--- src/rtl/alu_pkg.sv ---
// Shared definitions for the sign-magnitude arithmetic units and the
// result buffer downstream of them.
//   op_t         : opcode tag carried with every unit result
//   ST_*         : bit positions inside the 4-bit unit status word
//   fifo_state_t : occupancy state of alu_result_fifo
package alu_pkg;

   typedef enum logic [1:0] {
      OP_SUB  = 2'd0,
      OP_LT   = 2'd1,
      OP_CLR  = 2'd2,
      OP_CONV = 2'd3
   } op_t;

   localparam int ST_ERR  = 0;
   localparam int ST_NEG  = 1;
   localparam int ST_PAR  = 2;
   localparam int ST_ONES = 3;

   typedef enum logic [1:0] {
      EMPTY   = 2'd0,
      PARTIAL = 2'd1,
      FULL    = 2'd2
   } fifo_state_t;

endpackage

--- src/rtl/alu_sat_cnt.sv ---
// 8-bit saturating event counter.
// Ports:
//   i_clk  : clock, rising edge
//   i_rsn  : asynchronous active-low reset, clears the count
//   i_inc  : count one event this cycle
//   o_cnt  : current count, sticks at 255
module alu_sat_cnt (
   input  logic       i_clk,
   input  logic       i_rsn,
   input  logic       i_inc,
   output logic [7:0] o_cnt
);

   logic [7:0] cnt_q;

   always_ff @(posedge i_clk or negedge i_rsn) begin
      if (!i_rsn) begin
         cnt_q <= 8'd0;
      end else if (i_inc && (cnt_q != 8'hFF)) begin
         cnt_q <= cnt_q + 8'd1;
      end
   end

   assign o_cnt = cnt_q;

endmodule

--- src/rtl/alu_result_fifo.sv ---
// Registered output stage behind the sign-magnitude arithmetic units.
// Buffers {opcode, result, status} triples in order, 2**n entries deep,
// zeroing the result of any triple flagged as an error before storing it.
// Build option ALU_STATS_EN adds a saturating count of error results.
// Ports:
//   i_clk, i_rsn        : clock (rising edge), async active-low reset
//   i_valid / o_ready   : upstream handshake, push = i_valid && o_ready
//   i_op/i_result/i_status : incoming triple
//   o_valid / i_ready   : downstream handshake, pop = o_valid && i_ready
//   o_op/o_result/o_status : head triple, all zero while empty
//   o_count             : occupancy 0..2**n
//   o_err_cnt           : error-result count (ALU_STATS_EN only)
module alu_result_fifo
   import alu_pkg::*;
#(
   parameter int m = 4,
   parameter int n = 2
) (
   input  logic         i_clk,
   input  logic         i_rsn,
   input  logic         i_valid,
   output logic         o_ready,
   input  logic [1:0]   i_op,
   input  logic [m-1:0] i_result,
   input  logic [3:0]   i_status,
   output logic         o_valid,
   input  logic         i_ready,
   output logic [1:0]   o_op,
   output logic [m-1:0] o_result,
   output logic [3:0]   o_status,
   output logic [n:0]   o_count
`ifdef ALU_STATS_EN
   ,
   output logic [7:0]   o_err_cnt
`endif
);

   localparam int DEPTH = 1 << n;
   localparam int EW    = 2 + m + 4;
   localparam logic [n:0]   CNT_ONE  = (n+1)'(1);
   localparam logic [n:0]   CNT_LAST = (n+1)'(DEPTH - 1);
   localparam logic [n-1:0] PTR_ONE  = n'(1);

   // Error results come out of the units undefined; store zero instead.
   function automatic logic [m-1:0] sanitise(input logic [m-1:0] res,
                                             input logic         err);
      return err ? '0 : res;
   endfunction

   logic [EW-1:0] mem [DEPTH];
   logic [n-1:0]  wptr_q, rptr_q;
   logic [n:0]    count_q;
   fifo_state_t   state_q;
   logic          push, pop;
   logic [EW-1:0] head;

   // Handshake flags are decoded from the state register only, so o_ready
   // never depends on i_ready (no pass-through when full).
   assign o_ready = (state_q != FULL);
   assign o_valid = (state_q != EMPTY);
   assign push    = i_valid && o_ready;
   assign pop     = o_valid && i_ready;

   always_ff @(posedge i_clk or negedge i_rsn) begin
      if (!i_rsn) begin
         wptr_q  <= '0;
         rptr_q  <= '0;
         count_q <= '0;
         state_q <= EMPTY;
      end else begin
         if (push) wptr_q <= wptr_q + PTR_ONE;
         if (pop)  rptr_q <= rptr_q + PTR_ONE;
         case ({push, pop})
            2'b10:   count_q <= count_q + CNT_ONE;
            2'b01:   count_q <= count_q - CNT_ONE;
            default: count_q <= count_q;
         endcase
         case (state_q)
            EMPTY: begin
               if (push) state_q <= (DEPTH == 1) ? FULL : PARTIAL;
            end
            PARTIAL: begin
               if (push && !pop && (count_q == CNT_LAST))
                  state_q <= FULL;
               else if (pop && !push && (count_q == CNT_ONE))
                  state_q <= EMPTY;
            end
            FULL: begin
               if (pop) state_q <= (DEPTH == 1) ? EMPTY : PARTIAL;
            end
            default: state_q <= EMPTY;
         endcase
      end
   end

   // Storage carries no reset; empty masking on the outputs hides it.
   always_ff @(posedge i_clk) begin
      if (push) mem[wptr_q] <= {i_op, sanitise(i_result, i_status[ST_ERR]), i_status};
   end

   assign head = mem[rptr_q];
   assign {o_op, o_result, o_status} = o_valid ? head : '0;
   assign o_count = count_q;

`ifdef ALU_STATS_EN
   alu_sat_cnt u_err_cnt (
      .i_clk (i_clk),
      .i_rsn (i_rsn),
      .i_inc (push && i_status[ST_ERR]),
      .o_cnt (o_err_cnt)
   );
`endif

endmodule

--- config.mk ---
export PLATFORM = sky130hd
export DESIGN_NAME = alu_result_fifo
export DESIGN_NICKNAME = d
export VERILOG_FILES = /design/src/rtl/alu_pkg.sv /design/src/rtl/alu_sat_cnt.sv /design/src/rtl/alu_result_fifo.sv
export SDC_FILE = /design/constraint.sdc
export NUM_CORES = 1
export LEC_CHECK = 0
export BUFFER_PORTS_ARGS = -buffer_cell sky130_fd_sc_hd__buf_2
export CORE_ASPECT_RATIO = 0.9
export CORE_MARGIN = 1
export CORE_UTILIZATION = 40
export CTS_CLUSTER_DIAMETER = 200
export DETAILED_ROUTE_END_ITERATION = 8
export PLACE_DENSITY = 0.67
export SKIP_CTS_REPAIR_TIMING = 1
export SYNTH_ARGS = -nofsm -noshare
export SYNTH_HDL_FRONTEND = slang
export SYNTH_SLANG_ARGS = --single-unit
--- constraint.sdc ---
create_clock -name i_clk -period 1.8 [get_ports i_clk]
set_clock_uncertainty 0.05 [all_clocks]
set_input_delay 0.18 -clock i_clk [delete_from_list [all_inputs] [get_ports i_clk]]
set_output_delay 0.18 -clock i_clk [all_outputs]
set_load 0.05 [all_outputs]
==> run_results.csv <==
group,metric,value,unit
outcome,status,"completed",
cts,clkLatencyLatePin,0.30,ns
timing,final-hold-violation-count,0,
logic_synthesis,yosysWarnings,0,
timing,maxSlewViolCount,0,
logic_synthesis,netlist_area,2123,um^2
logic_synthesis,synth_seq_cells,49,
cts,numCtsBuffers,5,
logic_synthesis,synth.distinct_cells,24,
routing,drc,0,
global_routing,use_met1,16.50,%
finish,num-nets-final,200,
global_routing,grt_remaining_overflow,0,
logic_synthesis,syn_avg_cell_area,15.50,um^2
power,p_per_area,1858,nW/um^2
setup_path,critPathCaptureType,"output port",
global_routing,grt_util_met2,24.54,%
power,peakVddDrop,904.3,uV
finish,drive_above_1_share,27.84,%
cts,clockBufferDepth,2,
die,rows,24,
setup_path,cp_max_fo,14,
routing,viasPerCell,4.925,
logic_synthesis,synth_top_area_cell,"edfxtp_1",
power,p_leak,1.046,nW
finish,instances_no_fill,241,
setup_path,cp.buffers_inverters,2,
logic_synthesis,synth_area_leaders,"edfxtp_1, dfrtp_1, mux2i_1",
finish,fillers,433,
routing,dr.pass1.iters,4,
place,dp_hpwl,2.392,mm
routing,routed_wl,3.561,mm
place,io_buffers,28,
routing,drt-initial-drc-count,44,
cts,root_buffer,"clkbuf_8",
global_routing,antenna_found_initial,0,
setup_path,critPathLaunchType,"flip-flop",
timing,setup_viol,0,
die,boundaryPins,29,
timing,worst_slack,0.06974,ns
setup_path,required,1.57,ns
cts,htreeDepth,2,
routing,vias,1187,
cts,cts_tree,"done",
cts,path_clk_slew,0.08,ns
setup_path,worstPathCellList,"buf_4, mux2i_1, o22ai_2, buf_2",
global_routing,grt_pass1_wl,5.733,mm
finish,num_antenna_cells,0,
timing,tightest_slew,0.2981,ns
finish,final_common_cell,"edfxtp_1",
place,place_ws,0.1210,ns
setup_path,r2r_setup_slack,0.10,ns
die,start_util,42.60,%
cts,clock_sinks,49,
die,fp.dieW,78.80,um
setup_path,arrival,1.50,ns
setup_path,slowest_delay,0.35,ns
timing,timing.final.crit_share,96.13,%
die,core,4985,um^2
timing,max_freq,0.5779,GHz
routing,wl_per_cell,14.78,um
global_routing,track_usage,14.27,%
hold_path,hp-class,"primary input to flip-flop",
logic_synthesis,yosysSeqAreaShare,67.18,%
logic_synthesis,syn_nets,161,
logic_synthesis,netlist_instances,137,
routing,ant_nets,0,
timing,relSlewSlack,80.13,%
finish,layout_common_cells,"edfxtp_1, buf_2, mux2i_1",
timing,rsz0062_at_grt,"true",
die,die_height,71.12,um
logic_synthesis,synth_top_area_share,56.57,%
setup_path,crit_type,"flip-flop to output port",
setup_path,cp_slowest_cell,"dfrtp_1",
global_routing,grt_max_degree,15,
die,die_area,5604,um^2
run,maxCapViolations,0,
global_routing,grtUsageMet3,5.032,%
setup_path,path_delay_family,"buffers and inverters",
timing,post-route-min-period,1.730,ns
place,gp_congestion,0.7788,
finish,fin_util,50.45,%
place,dp_cells,231,
global_routing,grt_pass1_vias,1212,
finish,area_growth,18.44,%
global_routing,grt_busiest_layer,"met2",
state kept, by name, summed over array words and instances, names as in the netlist:
name	cells
mem	40
wptr_q	2
rptr_q	2
state_q	2
o_count	3
final timing paths:
kind,from,end,depth (start not counted)
max,rptr_q[0],o_op[0],4
min,i_status[3],mem[2][3],1
max reg2reg,state_q[0],state_q[0],6
min reg2reg,state_q[0],state_q[0],1
max in group asynchronous,i_rsn,rptr_q[1],2
min in group asynchronous,i_rsn,wptr_q[0],2
synthesized netlist by cell type:
cell type	instances
a21oi_1	1
a31oi_1	1
a32o_1	1
and3_1	4
buf_2	1
buf_4	2
buf_6	3
dfrtp_1	9
edfxtp_1	40
ha_1	10
inv_1	8
mux2i_1	21
nand2_1	3
nand2_2	2
nand2b_1	2
nand2b_2	1
nand3_1	2
nor2_1	1
nor2b_1	4
o21ai_0	2
o22ai_1	12
o22ai_2	1
or2_1	1
xnor2_1	5
per-stage QoR:
stage | hold WS [ns] | power (W) | instance area [um^2] | TNS [ns]
floorplan | -0.1656 | 0.003355 | 2123 | -0.4757
global placement | -0.005722 | 0.003734 | 2344 | 0
detailed placement | 0.0005954 | 0.003808 | 2344 | 0
CTS | -0.3311 | 0.004539 | 2447 | -1.020
global route | 0.04350 | 0.004912 | 2515 | -0.02738
finish | 0.03899 | 0.004673 | 2515 | 0
final cells by class:
cell class                      instances  area (um^2)  share of cell area, %
Sequential cell                        49         1426                  56.72
Timing Repair Buffer                   37        225.2                  8.955
Clock inverter                          2        35.03                  1.393
Clock buffer                            5        68.82                  2.736
Multi-Input combinational cell         75        648.1                  25.77
Inverter                                8        30.03                  1.194
Tap cell                               65        81.33                  3.234
power breakdown:
| part | switching (W) | internal (W) |
|---|---|---|
| registers | 0.000132 | 0.00151 |
| logic | 0.00152 | 0.000764 |
| clock network | 0.000338 | 0.000404 |
cell families after synthesis:
logic type,Yosys count,synth area share [%]
simple gates,20,5.421
mux,21,9.900
xor+xnor,5,2.062
fa+ha+maj,10,5.893
flops,49,67.18
compound gates,18,5.598
buf+inv,14,3.948
routing by layer:
layer  vias up  part of all wire [%]
li1        585                     -
met2        23                    52
met5         -                     0
met3         7                   4.6
met1       572                    42
met4         0                   1.3
No activity file was read; power rests on OpenSTA's default activity.
